$ cat src/rtl/pwm_seq_pkg.sv
`default_nettype none
// +---------------------------------------------------------------------------+
// | pwm_seq_pkg : shared state encoding, field widths and duty clamp helper    |
// | Revision    : 1.0                                                         |
// +---------------------------------------------------------------------------+
package pwm_seq_pkg;

  localparam logic [1:0] S_IDLE = 2'd0;
  localparam logic [1:0] S_LOAD = 2'd1;
  localparam logic [1:0] S_RUN  = 2'd2;
  localparam logic [1:0] S_DONE = 2'd3;

  localparam int PERIOD_W  = 16;
  localparam int DUTY_W    = 8;
  localparam int RPT_W_DEF = 8;

  localparam logic [DUTY_W-1:0] DUTY_MAX = 8'd100;

  function automatic logic [DUTY_W-1:0] clamp_duty(input logic [DUTY_W-1:0] d);
    return (d > DUTY_MAX) ? DUTY_MAX : d;
  endfunction

endpackage
`default_nettype wire

$ cat src/rtl/pwm_seq_table.sv
`default_nettype none
// +---------------------------------------------------------------------------+
// | pwm_seq_table : step table, one write port (duty clamped), async read     |
// | Revision      : 1.0                                                       |
// +---------------------------------------------------------------------------+
module pwm_seq_table
  import pwm_seq_pkg::*;
#(
  parameter int DEPTH = 8,
  parameter int AW    = 3,
  parameter int RPT_W = RPT_W_DEF
) (
  input  logic                clk,
  input  logic                we,
  input  logic [AW-1:0]       waddr,
  input  logic [PERIOD_W-1:0] wperiod,
  input  logic [DUTY_W-1:0]   wduty,
  input  logic [RPT_W-1:0]    wrpt,
  input  logic [AW-1:0]       raddr,
  output logic [PERIOD_W-1:0] rperiod,
  output logic [DUTY_W-1:0]   rduty,
  output logic [RPT_W-1:0]    rrpt
);

  logic [PERIOD_W-1:0] period_q [DEPTH];
  logic [DUTY_W-1:0]   duty_q   [DEPTH];
  logic [RPT_W-1:0]    rpt_q    [DEPTH];

  // Contents deliberately survive reset so software need not reprogram.
  always_ff @(posedge clk) begin
    if (we) begin
      period_q[waddr] <= wperiod;
      duty_q[waddr]   <= clamp_duty(wduty);
      rpt_q[waddr]    <= wrpt;
    end
  end

  assign rperiod = period_q[raddr];
  assign rduty   = duty_q[raddr];
  assign rrpt    = rpt_q[raddr];

endmodule
`default_nettype wire

$ cat src/rtl/pwm_sequencer.sv
`default_nettype none
// +---------------------------------------------------------------------------+
// | pwm_sequencer : steps a pwm through a (period, duty, repeat) table        |
// | Optional macro SEQ_RAMP_EN: duty ramps by 1 per period toward target      |
// | Revision      : 1.0                                                       |
// +---------------------------------------------------------------------------+
module pwm_sequencer
  import pwm_seq_pkg::*;
#(
  parameter int DEPTH = 8,
  parameter int AW    = 3,
  parameter int RPT_W = RPT_W_DEF
) (
  input  logic                clk,
  input  logic                rst,
  input  logic                cfgWe,
  input  logic [AW-1:0]       cfgAddr,
  input  logic [PERIOD_W-1:0] cfgPeriod,
  input  logic [DUTY_W-1:0]   cfgDuty,
  input  logic [RPT_W-1:0]    cfgRepeat,
  input  logic [AW:0]         seqLen,
  input  logic                loopEn,
  input  logic                start,
  input  logic                abort,
  input  logic                periodEnd,
  output logic [PERIOD_W-1:0] pwmPeriod,
  output logic [DUTY_W-1:0]   pwmDuty,
  output logic                pwmEn,
  output logic [AW-1:0]       stepIdx,
  output logic                busy,
  output logic                done
);

  localparam logic [AW:0] DEPTH_L = (AW+1)'(DEPTH);

  logic [1:0]          state_q,  state_d;
  logic [AW-1:0]       step_q,   step_d;
  logic [AW:0]         len_q,    len_d;
  logic                loop_q,   loop_d;
  logic [RPT_W-1:0]    cnt_q,    cnt_d;
  logic [RPT_W-1:0]    tgt_q,    tgt_d;
  logic [PERIOD_W-1:0] period_q, period_d;
  logic [DUTY_W-1:0]   duty_q,   duty_d;
  logic                en_q,     en_d;
`ifdef SEQ_RAMP_EN
  logic [DUTY_W-1:0]   dtgt_q,   dtgt_d;
`endif

  logic [PERIOD_W-1:0] rd_period;
  logic [DUTY_W-1:0]   rd_duty;
  logic [RPT_W-1:0]    rd_rpt;
  logic                last_step;

  pwm_seq_table #(.DEPTH(DEPTH), .AW(AW), .RPT_W(RPT_W)) u_table (
    .clk     (clk),
    .we      (cfgWe && (state_q == S_IDLE)),
    .waddr   (cfgAddr),
    .wperiod (cfgPeriod),
    .wduty   (cfgDuty),
    .wrpt    (cfgRepeat),
    .raddr   (step_q),
    .rperiod (rd_period),
    .rduty   (rd_duty),
    .rrpt    (rd_rpt)
  );

  assign last_step = ({1'b0, step_q} == (len_q - (AW+1)'(1)));

  always_comb begin
    state_d  = state_q;
    step_d   = step_q;
    len_d    = len_q;
    loop_d   = loop_q;
    cnt_d    = cnt_q;
    tgt_d    = tgt_q;
    period_d = period_q;
    duty_d   = duty_q;
    en_d     = en_q;
`ifdef SEQ_RAMP_EN
    dtgt_d   = dtgt_q;
`endif
    if (abort && (state_q != S_IDLE)) begin
      state_d = S_IDLE;
      en_d    = 1'b0;
    end else begin
      case (state_q)
        S_IDLE: begin
          if (start && (seqLen != '0)) begin
            len_d   = (seqLen > DEPTH_L) ? DEPTH_L : seqLen;
            loop_d  = loopEn;
            step_d  = '0;
            state_d = S_LOAD;
          end
        end
        S_LOAD: begin
          period_d = rd_period;
`ifdef SEQ_RAMP_EN
          dtgt_d   = rd_duty;
`else
          duty_d   = rd_duty;
`endif
          tgt_d    = (rd_rpt == '0) ? RPT_W'(1) : rd_rpt;
          cnt_d    = '0;
          en_d     = 1'b1;
          state_d  = S_RUN;
        end
        S_RUN: begin
          if (periodEnd) begin
`ifdef SEQ_RAMP_EN
            if (duty_q < dtgt_q)      duty_d = duty_q + DUTY_W'(1);
            else if (duty_q > dtgt_q) duty_d = duty_q - DUTY_W'(1);
`endif
            if (cnt_q == (tgt_q - RPT_W'(1))) begin
              cnt_d = '0;
              if (!last_step) begin
                step_d  = step_q + AW'(1);
                state_d = S_LOAD;
              end else if (loop_q) begin
                step_d  = '0;
                state_d = S_LOAD;
              end else begin
                en_d    = 1'b0;
                state_d = S_DONE;
              end
            end else begin
              cnt_d = cnt_q + RPT_W'(1);
            end
          end
        end
        S_DONE:  state_d = S_IDLE;
        default: state_d = S_IDLE;
      endcase
    end
  end

  always_ff @(posedge clk) begin
    if (!rst) begin
      state_q  <= S_IDLE;
      step_q   <= '0;
      len_q    <= '0;
      loop_q   <= 1'b0;
      cnt_q    <= '0;
      tgt_q    <= '0;
      period_q <= '0;
      duty_q   <= '0;
      en_q     <= 1'b0;
`ifdef SEQ_RAMP_EN
      dtgt_q   <= '0;
`endif
    end else begin
      state_q  <= state_d;
      step_q   <= step_d;
      len_q    <= len_d;
      loop_q   <= loop_d;
      cnt_q    <= cnt_d;
      tgt_q    <= tgt_d;
      period_q <= period_d;
      duty_q   <= duty_d;
      en_q     <= en_d;
`ifdef SEQ_RAMP_EN
      dtgt_q   <= dtgt_d;
`endif
    end
  end

  assign pwmPeriod = period_q;
  assign pwmDuty   = duty_q;
  assign pwmEn     = en_q;
  assign stepIdx   = step_q;
  assign busy      = (state_q == S_LOAD) || (state_q == S_RUN);
  assign done      = (state_q == S_DONE);

endmodule
`default_nettype wire

$ cat config.mk
export PLATFORM = sky130hd
export DESIGN_NAME = pwm_sequencer
export DESIGN_NICKNAME = d
export VERILOG_FILES = /design/src/rtl/pwm_seq_pkg.sv /design/src/rtl/pwm_seq_table.sv /design/src/rtl/pwm_sequencer.sv
export SDC_FILE = /design/constraint.sdc
export NUM_CORES = 1
export LEC_CHECK = 0
export CELL_PAD_IN_SITES_DETAIL_PLACEMENT = 0
export CELL_PAD_IN_SITES_GLOBAL_PLACEMENT = 1
export CORE_ASPECT_RATIO = 0.9
export CORE_MARGIN = 2
export CORE_UTILIZATION = 48
export CTS_BUF_LIST = sky130_fd_sc_hd__clkbuf_8
export CTS_CLUSTER_SIZE = 12
export DETAILED_ROUTE_END_ITERATION = 6
export MAX_ROUTING_LAYER = met4
export PLACE_DENSITY = 0.84
export SYNTH_ARGS = -nofsm -noshare
export SYNTH_HDL_FRONTEND = slang
export SYNTH_SLANG_ARGS = --single-unit
$ cat constraint.sdc
create_clock -name clk -period 3.9 [get_ports clk]
set_clock_uncertainty 0.05 [all_clocks]
set_input_delay 0.78 -clock clk [delete_from_list [all_inputs] [get_ports clk]]
set_output_delay 0.78 -clock clk [all_outputs]
set_load 0.05 [all_outputs]
==> impl_metrics.json <==
{
  "async_reset_ff_frac": 0,
  "yosys-top-cells-area": "edfxtp_1, mux4_2, dfxtp_1",
  "r2r_cells": 8,
  "finalNetCount": 840,
  "fmax_ghz": 0.331,
  "grt_pass1_vias": 6757,
  "wirelength_um": 24400,
  "grt_max_degree": 51,
  "io_pins": 76,
  "clockBufferDepth": 3,
  "grt_overflow_total": 0,
  "port_buffers": 75,
  "max_slew_margin": 0.462,
  "dieArea_mm2": 0.0268,
  "gr-usage-all-layers": 0.192,
  "core_region_area_mm2": 0.0251,
  "via_count": 6384,
  "clk_pin_slew_worst_paths_ns": 0.06,
  "drive_above_1_share": 0.199,
  "path_cells": "inv_1 -> ha_1 -> clkdlybuf4s50_1",
  "cts_post_setup_buffers_inserted": 0,
  "worstSetupPathType": "flip-flop to output pin",
  "max-cap-violations": 0,
  "peakVddDrop_v": 0.000397,
  "ant_nets": 0,
  "gp_congestion": 0.869,
  "period_needed_ns": 3.02,
  "cts_hold_buffers": 0,
  "powerDensity_mw_per_mm2": 574,
  "synth.top_cell.area_share": 0.627,
  "worstPathArrival_ns": 2.19,
  "wl_per_cell_um": 21.0,
  "hold_class": "flip-flop to flip-flop",
  "status": "completed",
  "slew_viol_final": 0,
  "initial_core_util": 0.488,
  "firstDrtPassIters": 5,
  "root_buffer": "clkbuf_8",
  "cts_resized": 0,
  "tns_ns": 0,
  "ys_types": 56,
  "die_h_um": 156,
  "dp_hpwl_um": 13900,
  "via_per_inst": 5.48,
  "fin_hold_ws_ns": 0.444,
  "p_leak_nw": 4.92,
  "ys_top_cells_by_count": "edfxtp_1, mux4_2, dfxtp_1",
  "hold_start": "loop_q",
  "insertion_delay_ns": 0.57,
  "tightest_slew_ns": 0.806,
  "hold_violations": 0,
  "worstPathMaxFanout": 4,
  "yosys.area.top_type": "edfxtp_1",
  "cts_made_buffers": 47,
  "synthFlopType": "edfxtp_1",
  "setup_viol": 0,
  "r2r-start": "tgt_q[0]",
  "drcViolationCount": 0,
  "cts_tree": "yes",
  "die_w_um": 172,
  "cp-end-kind": "output pin",
  "grt_setup_unrepaired": "false",
  "drt_iter0_drc": 481,
  "synth_most_common_cell": "edfxtp_1",
  "crit_path_top_delay_cell": "clkdlybuf4s50_1",
  "htree_levels": 2,
  "synth_edf_count": 256,
  "critPathLaunchType": "flip-flop",
  "num_rows": 55,
  "clock-sinks": 310,
  "n_antenna_cell": 0,
  "grt_pass1_wl_um": 37500,
  "max_stage_delay_ns": 0.81,
  "netlist_instances": 674,
  "area_growth_pct": 17.6,
  "worstSetupStartpoint": "state_q[1]",
  "synth_area_mm2": 0.0123,
  "synth-warning-count": 0,
  "ys_ff_latch": 310,
  "fin_crit_sh": 0.775,
  "syn_avg_cell_area_um2": 18.2,
  "antenna_found_initial": 0,
  "cp.required_ns": 3.07,
  "synth-seq-area-share": 0.715,
  "min_path_cells": 2
}
kinds of logic after synthesis:
logic type / synth area share
flip-flops: 0.715
XOR/XNOR: 0.0136
buffers and inverters: 0.0159
multiplexers: 0.147
other: 0.000306
adder cells (fa/ha/maj): 0.00919
AND/OR/NAND/NOR: 0.0526
AO/OA/AOI/OAI: 0.0461
metrics by stage:
step | instance area, um2 | utilization | setup slack (ns) | instances | total power [mW]
5_1_grt | 14400 | 0.574 | 0.809 | 1166 | 8.62
3_3_place_gp | 13400 | 0.535 | 1.03 | 1078 | 5.63
3_5_place_dp | 13400 | 0.535 | 1.02 | 1078 | 5.67
6_report | 14400 | 0.574 | 0.877 | 1166 | 8.27
2_1_floorplan | 12300 | - | 0.175 | 681 | 5.16
4_1_cts | 14400 | 0.574 | 0.860 | 1166 | 8.35
area by class of cell:
cell class                      count  area (um2)
Tap cell                          342         428
Timing Repair Buffer               90         858
Clock buffer                       56         771
Fill cell                        1860       10700
Sequential cell                   310        8770
Multi-Input combinational cell    326        3350
Clock inverter                     32         198
Inverter                           10        37.5
final timing paths:
path              slack [ns]          to
setup reg to reg        1.26  stepIdx[1]
hold / removal          0.44      loop_q
setup / recovery        0.88        busy
hold reg to reg         0.44      loop_q
cells in the final DEF (no fill, tap or decap), types with 8 or more instances in the layout:
| cell type | instances |
|---|---|
| o211a_1 | 31 |
| clkdlybuf4s50_1 | 74 |
| mux4_2 | 64 |
| edfxtp_1 | 256 |
| nand2_1 | 51 |
| conb_1 | 8 |
| clkbuf_8 | 56 |
| xnor2_1 | 12 |
| inv_1 | 29 |
| mux2i_1 | 36 |
| dfxtp_1 | 52 |
| ha_1 | 9 |
| buf_4 | 15 |
| nor2_1 | 17 |
routing by layer:
metal / up-vias / global-route usage / share of wire
li1: 2905 / - / -
met1: 3195 / 0.255 / 0.43
met2: 240 / 0.305 / 0.48
met3: 44 / 0.0368 / 0.070
met4: 0 / 0.0584 / 0.017
met5: - / - / 0
critical path, delay by kind of cell (launching register included):
kind                       cells  cell delay (ns)
adders and majority gates      1             0.31
buffers and inverters          2             0.92
DFF                            1             0.40
state kept, by name (all words and copies together) (netlist names), 3 cells and up, named ones only:
name              cells
tgt_q                 8
len_q                 4
stepIdx               3
u_table.period_q    128
u_table.duty_q       64
cnt_q                 8
pwmPeriod            16
pwmDuty               8
u_table.rpt_q        64
where the power goes:
part	internal [mW]	leakage, nW	total, mW	switching (mW)
sequential	3.85	2.76	4.00	0.155
clock	1.45	0.569	2.67	1.22
combinational	0.612	1.59	1.60	0.988
Note: power is estimated with default switching activity, not from simulation.
